File: config.mk
export PLATFORM = sky130hd
export DESIGN_NAME = sq_err_sweep_ctrl_flat
export DESIGN_NICKNAME = d
export VERILOG_FILES = /design/src/rtl/sq_err_sweep_ctrl_pkg.sv /design/src/rtl/sq_err_sweep_ctrl_if.sv /design/src/rtl/sq_err_sweep_ctrl_accum.sv /design/src/rtl/sq_err_sweep_ctrl.sv /design/src/flat_wrapper.sv
export SDC_FILE = /design/constraint.sdc
export NUM_CORES = 1
export LEC_CHECK = 0
export BUFFER_PORTS_ARGS = -buffer_cell sky130_fd_sc_hd__buf_2
export CORE_MARGIN = 3
export CORE_UTILIZATION = 52
export DETAILED_ROUTE_END_ITERATION = 7
export PLACE_DENSITY = 0.75
export SLEW_MARGIN = 20
export SYNTH_ARGS = -nofsm -noshare
export SYNTH_HDL_FRONTEND = slang
export SYNTH_SLANG_ARGS = --single-unit
File: constraint.sdc
create_clock -name clk -period 4.75 [get_ports clk]
set_input_delay 0.95 -clock clk [delete_from_list [all_inputs] [get_ports clk]]
set_output_delay 0.95 -clock clk [all_outputs]
set_load 0.03 [all_outputs]
File: src/rtl/sq_err_sweep_ctrl_pkg.sv
// Shared widths, metric sizes and the sweep FSM state type for the squarer error evaluator.
package sq_eval_pkg;

    localparam int unsigned IN_W  = 12;
    localparam int unsigned OUT_W = 14;
    localparam int unsigned CNT_W = IN_W + 1;
    localparam int unsigned SUM_W = OUT_W + IN_W;

    typedef enum logic [1:0] {
        StIdle,
        StSweep,
        StDrain,
        StDone
    } state_e;

endpackage

File: src/rtl/sq_err_sweep_ctrl_if.sv
// Host/datapath-facing signal bundle of the sweep controller.
interface sq_err_sweep_ctrl_if;
    import sq_eval_pkg::*;

    logic             start;
    logic             abort;
    logic [IN_W-1:0]  vec_out;
    logic             vec_valid;
    logic [OUT_W-1:0] approx_in;
    logic [OUT_W-1:0] exact_in;
    logic             busy;
    logic             done;
    logic [CNT_W-1:0] err_count;
    logic [OUT_W-1:0] max_abs_err;
    logic [SUM_W-1:0] sum_abs_err;

    // Controller side
    modport slave (
        input  start, abort, approx_in, exact_in,
        output vec_out, vec_valid, busy, done, err_count, max_abs_err, sum_abs_err
    );

    // Host plus datapath side
    modport master (
        output start, abort, approx_in, exact_in,
        input  vec_out, vec_valid, busy, done, err_count, max_abs_err, sum_abs_err
    );

endinterface

File: src/rtl/sq_err_sweep_ctrl_accum.sv
// Two-stage result pipeline: register both results, then fold |approx - exact| into the metrics.
module sq_err_accum
    import sq_eval_pkg::*;
(
    input  logic             clk,
    input  logic             rst,
    input  logic             clear,
    input  logic             valid,
    input  logic [OUT_W-1:0] approx,
    input  logic [OUT_W-1:0] exact,
    input  logic             flush,
    output logic [CNT_W-1:0] err_count,
    output logic [OUT_W-1:0] max_abs_err,
    output logic [SUM_W-1:0] sum_abs_err
);

    logic             r_s1_valid;
    logic [OUT_W-1:0] r_s1_approx;
    logic [OUT_W-1:0] r_s1_exact;
    logic [CNT_W-1:0] r_err_count;
    logic [OUT_W-1:0] r_max_abs_err;
    logic [SUM_W-1:0] r_sum_abs_err;

    logic [OUT_W:0]   w_diff;
    logic [OUT_W:0]   w_abs_full;
    logic [OUT_W-1:0] w_abs;

    // Difference at OUT_W+1 bits (two's complement), magnitude truncated back to OUT_W
    always_comb begin
        w_diff     = {1'b0, r_s1_approx} - {1'b0, r_s1_exact};
        w_abs_full = w_diff[OUT_W] ? (~w_diff + 1'b1) : w_diff;
        w_abs      = w_abs_full[OUT_W-1:0];
    end

    // Stage 1: capture both results; a flush drops whatever is being captured
    always_ff @(posedge clk) begin
        if (rst || clear) begin
            r_s1_valid  <= 1'b0;
            r_s1_approx <= '0;
            r_s1_exact  <= '0;
        end else begin
            r_s1_valid <= valid && !flush;
            if (valid) begin
                r_s1_approx <= approx;
                r_s1_exact  <= exact;
            end
        end
    end

    // Stage 2: accumulate; on flush the pending stage-1 entry is discarded, metrics hold
    always_ff @(posedge clk) begin
        if (rst || clear) begin
            r_err_count   <= '0;
            r_max_abs_err <= '0;
            r_sum_abs_err <= '0;
        end else if (r_s1_valid && !flush) begin
            r_err_count   <= r_err_count + CNT_W'(w_abs != '0);
            r_max_abs_err <= (w_abs > r_max_abs_err) ? w_abs : r_max_abs_err;
            r_sum_abs_err <= r_sum_abs_err + SUM_W'(w_abs);
        end
    end

    assign err_count   = r_err_count;
    assign max_abs_err = r_max_abs_err;
    assign sum_abs_err = r_sum_abs_err;

endmodule

File: src/rtl/sq_err_sweep_ctrl.sv
// Sweep sequencer: walks the full operand space and feeds the error accumulator.
module sq_err_sweep_ctrl
    import sq_eval_pkg::*;
(
    input  logic                clk,
    input  logic                rst,
    sq_err_sweep_ctrl_if.slave  bus
);

    state_e          r_state;
    logic [IN_W-1:0] r_vec;
    logic            r_vec_valid;
    logic            r_busy;
    logic            r_done;
    logic            r_drain_cnt;

    logic            w_clear;
    logic            w_flush;

    assign w_clear = bus.start && (r_state == StIdle || r_state == StDone);
    assign w_flush = bus.abort && (r_state == StSweep || r_state == StDrain);

    // Sweep FSM with registered vector and status outputs; abort beats start while busy
    always_ff @(posedge clk) begin
        if (rst) begin
            r_state     <= StIdle;
            r_vec       <= '0;
            r_vec_valid <= 1'b0;
            r_busy      <= 1'b0;
            r_done      <= 1'b0;
            r_drain_cnt <= 1'b0;
        end else begin
            unique case (r_state)
                StIdle, StDone: begin
                    if (bus.start) begin
                        r_state     <= StSweep;
                        r_vec       <= '0;
                        r_vec_valid <= 1'b1;
                        r_busy      <= 1'b1;
                        r_done      <= 1'b0;
                    end
                end
                StSweep: begin
                    if (bus.abort) begin
                        r_state     <= StIdle;
                        r_vec_valid <= 1'b0;
                        r_busy      <= 1'b0;
                    end else if (r_vec == '1) begin
                        r_state     <= StDrain;
                        r_vec_valid <= 1'b0;
                        r_drain_cnt <= 1'b0;
                    end else begin
                        r_vec <= r_vec + 1'b1;
                    end
                end
                StDrain: begin
                    if (bus.abort) begin
                        r_state <= StIdle;
                        r_busy  <= 1'b0;
                    end else if (r_drain_cnt) begin
                        r_state <= StDone;
                        r_busy  <= 1'b0;
                        r_done  <= 1'b1;
                    end else begin
                        r_drain_cnt <= 1'b1;
                    end
                end
                default: r_state <= StIdle;
            endcase
        end
    end

    assign bus.vec_out   = r_vec;
    assign bus.vec_valid = r_vec_valid;
    assign bus.busy      = r_busy;
    assign bus.done      = r_done;

    sq_err_accum u_accum (
        .clk         (clk),
        .rst         (rst),
        .clear       (w_clear),
        .valid       (r_vec_valid),
        .approx      (bus.approx_in),
        .exact       (bus.exact_in),
        .flush       (w_flush),
        .err_count   (bus.err_count),
        .max_abs_err (bus.max_abs_err),
        .sum_abs_err (bus.sum_abs_err)
    );

endmodule
File: src/flat_wrapper.sv
// flat-port wrapper written by rule: the top's interface ports become plain ports
module sq_err_sweep_ctrl_flat import sq_eval_pkg::*;
  (clk, rst, bus_start, bus_abort, bus_approx_in, bus_exact_in, bus_vec_out, bus_vec_valid, bus_busy, bus_done, bus_err_count, bus_max_abs_err, bus_sum_abs_err);
  sq_err_sweep_ctrl_if bus_i ();
  input  logic clk;
  input  logic rst;
  input wire logic [$bits(bus_i.start)-1:0] bus_start;
  input wire logic [$bits(bus_i.abort)-1:0] bus_abort;
  input wire logic [$bits(bus_i.approx_in)-1:0] bus_approx_in;
  input wire logic [$bits(bus_i.exact_in)-1:0] bus_exact_in;
  output wire logic [$bits(bus_i.vec_out)-1:0] bus_vec_out;
  output wire logic [$bits(bus_i.vec_valid)-1:0] bus_vec_valid;
  output wire logic [$bits(bus_i.busy)-1:0] bus_busy;
  output wire logic [$bits(bus_i.done)-1:0] bus_done;
  output wire logic [$bits(bus_i.err_count)-1:0] bus_err_count;
  output wire logic [$bits(bus_i.max_abs_err)-1:0] bus_max_abs_err;
  output wire logic [$bits(bus_i.sum_abs_err)-1:0] bus_sum_abs_err;
  assign bus_i.start = bus_start;
  assign bus_i.abort = bus_abort;
  assign bus_i.approx_in = bus_approx_in;
  assign bus_i.exact_in = bus_exact_in;
  assign bus_vec_out = bus_i.vec_out;
  assign bus_vec_valid = bus_i.vec_valid;
  assign bus_busy = bus_i.busy;
  assign bus_done = bus_i.done;
  assign bus_err_count = bus_i.err_count;
  assign bus_max_abs_err = bus_i.max_abs_err;
  assign bus_sum_abs_err = bus_i.sum_abs_err;
  sq_err_sweep_ctrl u_core (.clk(clk), .rst(rst), .bus(bus_i));
endmodule
==> summary.md, run 1 <==
| Metric | Value |
|---|---|
| Synthesized instance count | `713` |
| Largest area contributor in the netlist | `dfxtp_1` |
| Power Density | `606 nW/um2` |
| Clock share of power | `15.6%` |
| CTS H-tree depth | `3` |
| Vias per cell | `5.92` |
| Root Buffer | `clkbuf_16` |
| Failing checks | `negative setup slack` |
| Finished Layout Cells | `1,007` |
| Hold WC Path Type | `reg -> reg` |
| Residual DRC count | `0` |
| DRT Pass-1 Iters | `5` |
| Synth Flop Type | `dfxtp_1` |
| # clock sinks | `100` |
| Unrepaired setup endpoints after global routing | `true` |
| Dpl cell area | `6850 um2` |
| Worst-skew pair later-pin latency | `350 ps` |
| Asr flop ratio synth | `0%` |
| Inst Count DP | `957` |
| # diodes | `0` |
| Adder-cell share of the synthesized area | `10.5%` |
| Max-slew violations | `0` |
| Maximum clock frequency | `201 MHz` |
| Simple-gate share of the synthesized area | `20.9%` |
| Worst Path Max Fanout | `7` |
| Comb power frac | `65.1%` |
| Drt total wl | `17,400 um` |
| Num CTS Buffers | `9` |
| Cell Area, Synth | `6050 um2` |
| GRT Util Overall | `25.4%` |
| Final WS setup | `-230 ps` |
| Core area | `11,100 um2` |
| Switching Fraction | `42.8%` |
| Area grow syn2layout | `31.6%` |
| Post-DRT Antenna Nets | `0` |
| Synth Area per Inst | `8.49 um2` |
| Slew @ Worst Pin | `915 ps` |
| Clock tree buffer depth | `2` |
| Kind of critical path | `reg -> reg` |
| Total power | `0.00482 W` |
| Rel. slew slack | `39.0%` |
| Final clock skew | `8.55 ps` |
| Final Hold Fails | `0` |
| Post-detail-place hpwl | `10,700 um` |
| Number of global-route vias before repair | `5,751` |
| Drt wl/cell | `17.3 um` |
| IO Port Bufs | `99` |
| Worst VDD drop | `395 uV` |
| Syn_nets | `793` |
| Final number of setup-violating endpoints | `31` |
| Pint | `0.00276 W` |
| Synth cell types | `76` |
| Crit end category | `flop` |
| Combinational family with the most area after synthesis | `simple AND/OR/NAND/NOR gates` |
| Post-synthesis mux area share | `5.69%` |
| Reg clk slew, reported paths | `70 ps` |
| Die area | `13,000 um2` |
| Top post-synthesis cells by area | `dfxtp_1 33%, ha_1 9.5%, nor2_1 5.9%, mux2i_1 5.1%, a21oi_1 4.1%` |
| P_leak | `3.35 nW` |
| Register area share after synthesis | `33.1%` |
| Gpl congestion | `0.895` |
| DR iter-0 viols | `622` |
| Starting density of the core | `54.4%` |
| I/O pins | `100` |
| Initial antenna violation count | `0` |
| Tmin final | `4980 ps` |
| Post-synthesis sequential element count | `100` |
| TritonCTS clock tree | `built` |
| Sw power | `0.00206 W` |
| Largest net degree at the start of global routing | `45` |
| Outcome | `complete, but fails checks` |
| First-pass GRT wire length | `27,100 um` |
| Final Instance Area | `7970 um2` |
| Share of layout cells above drive strength 1 | `33.6%` |
| Post-synth EDFFs | `0` |
| Seq pwr share | `19.2%` |
| Dpl ws | `-209 ps` |
| Startpoint Class | `flop` |
| Die W | `114 um` |
| Post-synthesis xor/xnor area fraction | `7.20%` |
| Period Utilization, post-route | `105%` |
| Via count | `5,964` |
| Worst Path Arrival | `5190 ps` |
| # Max-Cap Violations | `0` |
| Final net count | `943` |
| Ys Warns | `0` |
| Hold Buf Count CTS | `0` |
| Die height | `114 um` |
| Cell Rows | `38` |
| Overflow after GRT | `0` |
| Area share of the largest cell type after synthesis | `33.1%` |
| WP data required | `4960 ps` |
| Post-synthesis compound-gate area fraction | `17.5%` |
## state kept, by name, indices dropped and copies added, names as in the netlist, 2 cells and up
name and count:
u_core.bus.vec_out 12, u_core.r_state 2, u_core.u_accum.max_abs_err 14, u_core.u_accum.err_count 13, u_core.u_accum.sum_abs_err 26, u_core.u_accum.r_s1_exact 14
u_core.u_accum.r_s1_approx 14
## placed cells by master, fill, tap and decap left out, drive strengths merged, types with 3 or more instances in the layout
cell,instances
nor2b,4
nand4,10
nor2,98
a2111oi,3
nand2b,9
a21o,9
xnor2,27
o211ai,5
a31oi,5
nor4,3
and2,5
inv,46
buf,163
xor2,21
mux2,3
mux2i,31
clkinv,3
o21ai,28
a211oi,20
o31ai,3
and3,12
ha,46
or4,6
nor3,14
nand3,21
a21oi,52
o21bai,4
dfxtp,100
or3,17
clkbuf,11
nand2,56
## cell type report
| cell class | count | area (um2) |
|---|---|---|
| inverters | 46 | 173 |
| fillers | 814 | 3160 |
| clock buffers | 11 | 253 |
| multi-input cells | 543 | 4310 |
| well taps | 140 | 175 |
| clock inverters | 4 | 48.8 |
| flip-flops and latches | 100 | 2010 |
| repair buffers | 163 | 1000 |
## kinds of logic (layout without fill, tap and decap cells)
family / after synthesis / count (layout)
compound gates: 150 / 150
xor+xnor: 48 / 48
fa+ha+maj: 50 / 50
buf+inv: 73 / 224
flops: 100 / 100
mux: 34 / 34
simple gates: 258 / 261
## final timing paths
check        slack, ps  depth (start not counted)                             end                          start
max reg2reg       -230                         26  u_core.u_accum.max_abs_err[13]  u_core.u_accum.r_s1_approx[0]
min reg2reg        470                          2   u_core.u_accum.sum_abs_err[0]  u_core.u_accum.sum_abs_err[0]
max               -230                         26  u_core.u_accum.max_abs_err[13]  u_core.u_accum.r_s1_approx[0]
min                470                          2   u_core.u_accum.sum_abs_err[0]  u_core.u_accum.sum_abs_err[0]
## per-layer routing
| metal | track usage (%) | share of wire (%) | vias up |
|---|---|---|---|
| met5 | 0 | 0 | - |
| met2 | 44.2 | 49 | 260 |
| met4 | 10.1 | 3.4 | 0 |
| met3 | 5.04 | 6.3 | 60 |
| met1 | 30.8 | 41 | 2837 |
| li1 | - | - | 2807 |
## synth_stat cells (9+ instances only)
cell type / instances
dfxtp_1: 100
nor2_1: 95
nand2_1: 55
a21oi_1: 49
ha_1: 46
inv_1: 46
mux2i_1: 31
xnor2_1: 25
o21ai_0: 24
xor2_1: 21
nand3_1: 17
a211oi_1: 16
clkbuf_1: 16
or3_1: 16
nor3_1: 14
and3_1: 11
nand4_1: 10
nand2b_1: 9
## metrics by stage
stage          hold WS [ps]  util [%]  TNS (ps)
6_report                474      71.6     -4740
5_1_grt                 514      71.6    -11020
4_1_cts                 475      68.9         0
3_5_place_dp            466      61.6     -3480
3_3_place_gp            458      61.6      -285
2_1_floorplan           460         -         0
## worst max-delay path, stage by stage, from the launching register on
cell,delay (ps)
dfxtp_2,320
inv_2,60
ha_4,120
inv_2,30
fa_2,350
a21o_4,260
a221oi_4,370
buf_4,190
a2bb2oi_4,170
buf_4,140
nand2b_1,70
a21oi_2,140
xnor2_1,140
inv_1,110
a31oi_4,210
xnor2_2,90
ha_1,320
nand2_2,70
or3_4,390
a21oi_2,120
a211oi_1,60
maj3_2,330
o21ai_4,150
buf_12,150
nand3_4,160
nor2_1,210
a211oi_1,80
## power groups by stage
| stage | registers (W) | logic, W | clock network (W) |
|---|---|---|---|
| floorplan | 0.000957 | 0.00144 | 0 |
| global placement | 0.000941 | 0.00205 | 0 |
| detailed placement | 0.000943 | 0.00210 | 0 |
| CTS | 0.000925 | 0.00271 | 0.000766 |
| global route | 0.000933 | 0.00334 | 0.000802 |
| finish | 0.000928 | 0.00314 | 0.000754 |
## repair_timing
action,4_1_cts,5_1_grt
gates cloned,4,0
gates resized for setup,61,47
setup endpoints to repair,26,40
buffers inserted,22,10
pin swaps,44,45
(Power assumes the default switching activity.)
==> inputs of run 2 (changes only) <==
--- a/config.mk
+++ b/config.mk
@@ -9,7 +9,7 @@
 export CORE_MARGIN = 3
 export CORE_UTILIZATION = 52
 export DETAILED_ROUTE_END_ITERATION = 7
-export PLACE_DENSITY = 0.75
+export PLACE_DENSITY = 0.77
 export SLEW_MARGIN = 20
 export SYNTH_ARGS = -nofsm -noshare
 export SYNTH_HDL_FRONTEND = slang
==> summary.md, run 2 (synthesized netlist as in run 1, its figures left out) <==
| Metric | Value |
|---|---|
| Share of layout cells above drive strength 1 | `30.7% (-2.9 points)` |
| Sw power | `0.00190 W (-7.7%)` |
| Clock share of power | `15.3% (-0.3 points)` |
| Num CTS Buffers | `9 (unchanged)` |
| Final Hold Fails | `0 (unchanged)` |
| Kind of critical path | `reg -> reg` |
| P_leak | `3.26 nW (-2.7%)` |
| Post-DRT Antenna Nets | `0 (unchanged)` |
| Fin Setup TNS | `-57.1 ps (+4690 ps)` |
| CP top delay family | `compound AO/OA/AOI/OAI gates` |
| Most Frequent Cell on Critical Path | `inv_2` |
| Die W | `114 um (unchanged)` |
| Hold path start | `u_core.u_accum.sum_abs_err[0]` |
| Comb power frac | `63.8% (-1.3 points)` |
| Power Density | `578 nW/um2 (-4.6%)` |
| Via count | `5,771 (-3.2%)` |
| Max-slew violations | `0 (unchanged)` |
| Root Buffer | `clkbuf_16` |
| Maximum clock frequency | `210 MHz (+4.4%)` |
| Post-detail-place hpwl | `10,900 um (+1.7%)` |
| CP max stage cell | `or3_4` |
| Minimum hold slack | `482 ps (+7.36 ps)` |
| Max incr delay on CP | `390 ps (about the same)` |
| Startpoint Class | `flop` |
| Vias per cell | `5.77 (-2.7%)` |
| FF-to-FF path depth | `25 (-3.8%)` |
| Worst Path Arrival | `4970 ps (-220 ps)` |
| Final net count | `936 (-0.74%)` |
| Reg clk slew, reported paths | `70 ps (about the same)` |
| Core area | `11,100 um2 (unchanged)` |
| I/O pins | `100 (unchanged)` |
| Overflow after GRT | `0 (unchanged)` |
| Period Utilization, post-route | `100% (-4.4 points)` |
| Area grow syn2layout | `26.8%` |
| Drt total wl | `16,000 um (-8.3%)` |
| Finished Layout Cells | `1,001 (-0.60%)` |
| WP buf/inv | `5 (-1)` |
| Die area | `13,000 um2 (unchanged)` |
| Inst Count DP | `958 (+0.10%)` |
| First-pass GRT wire length | `26,100 um (-3.6%)` |
| Hold WC Path Type | `reg -> reg` |
| Worst Path Max Fanout | `7 (unchanged)` |
| Hold Crit Depth | `2 (unchanged)` |
| Filler Cells Inserted | `877 (+7.7%)` |
| Most frequent cells in the layout | `100 x buf_2, 97 x dfxtp_1, 87 x nor2_1, 53 x nand2_1, 53 x buf_4` |
| DR iter-0 viols | `642 (+3.2%)` |
| IO Port Bufs | `99 (unchanged)` |
| Hold Buf Count CTS | `0 (unchanged)` |
| Clock tree buffer depth | `2 (unchanged)` |
| Unrepaired setup endpoints after global routing | `true` |
| Cell Rows | `38 (unchanged)` |
| CTS H-tree depth | `3 (unchanged)` |
| Crit. path cell count | `25 (-3.8%)` |
| Final WS setup | `-21.4 ps (+209 ps)` |
| Initial antenna violation count | `0 (unchanged)` |
| Drt wl/cell | `16.0 um (-7.8%)` |
| Pint | `0.00253 W (-8.4%)` |
| Crit end category | `flop` |
| Die height | `114 um (unchanged)` |
| GRT Util Overall | `24.3% (-1.1 points)` |
| Slew @ Worst Pin | `907 ps (-7.23 ps)` |
| Reg2reg start | `u_core.u_accum.r_s1_approx[0]` |
| Worst VDD drop | `426 uV (+7.8%)` |
| Final clock skew | `9.59 ps (+1.04 ps)` |
| TritonCTS clock tree | `built` |
| Switching Fraction | `42.9% (+0.17 points)` |
| # clock sinks | `100 (unchanged)` |
| Outcome | `complete, but fails checks` |
| Number of global-route vias before repair | `5,656 (-1.7%)` |
| Seq pwr share | `20.9% (+1.7 points)` |
| Tmin final | `4770 ps (-209 ps)` |
| Largest net degree at the start of global routing | `57 (+27%)` |
| Starting density of the core | `54.4% (unchanged)` |
| Worst-skew pair later-pin latency | `350 ps (about the same)` |
| Critical Path Start | `u_core.u_accum.r_s1_approx[0]` |
| DRT Pass-1 Iters | `6 (+1)` |
| Gpl congestion | `0.864 (-3.5%)` |
| Final number of setup-violating endpoints | `6 (-81%)` |
| # Max-Cap Violations | `0 (unchanged)` |
| Residual DRC count | `0 (unchanged)` |
| Max reg flops | `26 (unchanged)` |
| Failing checks | `negative setup slack` |
| WP data required | `4950 ps (about the same)` |
| # diodes | `0 (unchanged)` |
| Leading cell type in the layout, fill and taps excluded | `buf_2` |
| Rel. slew slack | `39.5% (+0.48 points)` |
==> run 2: cell count changes in the layout (fill, tap and decap cells not counted), sizes merged <==
| cell | previous run | this run |
|---|---|---|
| clkbuf | 11 | 12 |
| clkinvlp | 0 | 1 |
| bufinv | 1 | 0 |
| a21oi | 52 | 53 |
| buf | 163 | 155 |
==> run 2: layout make-up <==
cell class	count	area, um2	area share (%)
Clock buffer	12	236	3.08
Clock inverter	4	26.3	0.342
Tap cell	140	175	2.28
Inverter	46	173	2.25
Multi-Input combinational cell	544	4130	53.8
Sequential cell	100	2010	26.1
Timing Repair Buffer	155	930	12.1
==> run 2: power by group through the flow <==
stage	Clock, W	Sequential, W	Combinational (W)
after floorplan	0	0.000957	0.00144
after global placement	0	0.000941	0.00205
after detailed placement	0	0.000944	0.00212
after CTS	0.000686	0.000925	0.00251
after global routing	0.000723	0.000933	0.00306
final	0.000678	0.000926	0.00283
==> run 2: final timing paths <==
path	end	slack [ps]
max	u_core.u_accum.max_abs_err[4]	-20
min	u_core.u_accum.sum_abs_err[0]	480
max reg2reg	u_core.u_accum.max_abs_err[4]	-20
min reg2reg	u_core.u_accum.sum_abs_err[0]	480
==> run 2: routing by layer <==
layer  track usage (%)  part of all wire [%]  wire [um]  vias up
met5                 0                     0          0        -
met3              4.30                   5.1        823       44
li1                  -                     -          -     2812
met4              9.58                   3.0        485        0
met1              29.8                    42       6730     2714
met2              42.4                    50       7950      201
==> run 2: worst reg2reg max path: cells and delay by family, from the launching register on <==
family / cells / cell delay (ps)
flops: 1 / 320
fa+ha+maj: 4 / 1140
buf+inv: 5 / 460
xor+xnor: 2 / 270
simple gates: 5 / 900
compound gates: 9 / 1530
==> run 2: stage by stage <==
stage / power, W / instance area [um2] / setup WS [ps] / util (%)
after detailed placement: 0.00307 / 6860 / -150 / 61.7
after floorplan: 0.00240 / 6080 / 10.1 / -
after global placement: 0.00299 / 6860 / 8.21 / 61.7
after CTS: 0.00412 / 7390 / 2.96 / 66.4
after global routing: 0.00471 / 7670 / -268 / 69.0
final: 0.00443 / 7670 / -21.4 / 69.0
==> run 2: what timing repair did <==
item                       CTS  global route
pin swaps                   16            32
resized for setup           27            45
gates cloned                 3             2
setup endpoints to repair   26            39
buffers inserted            10            12
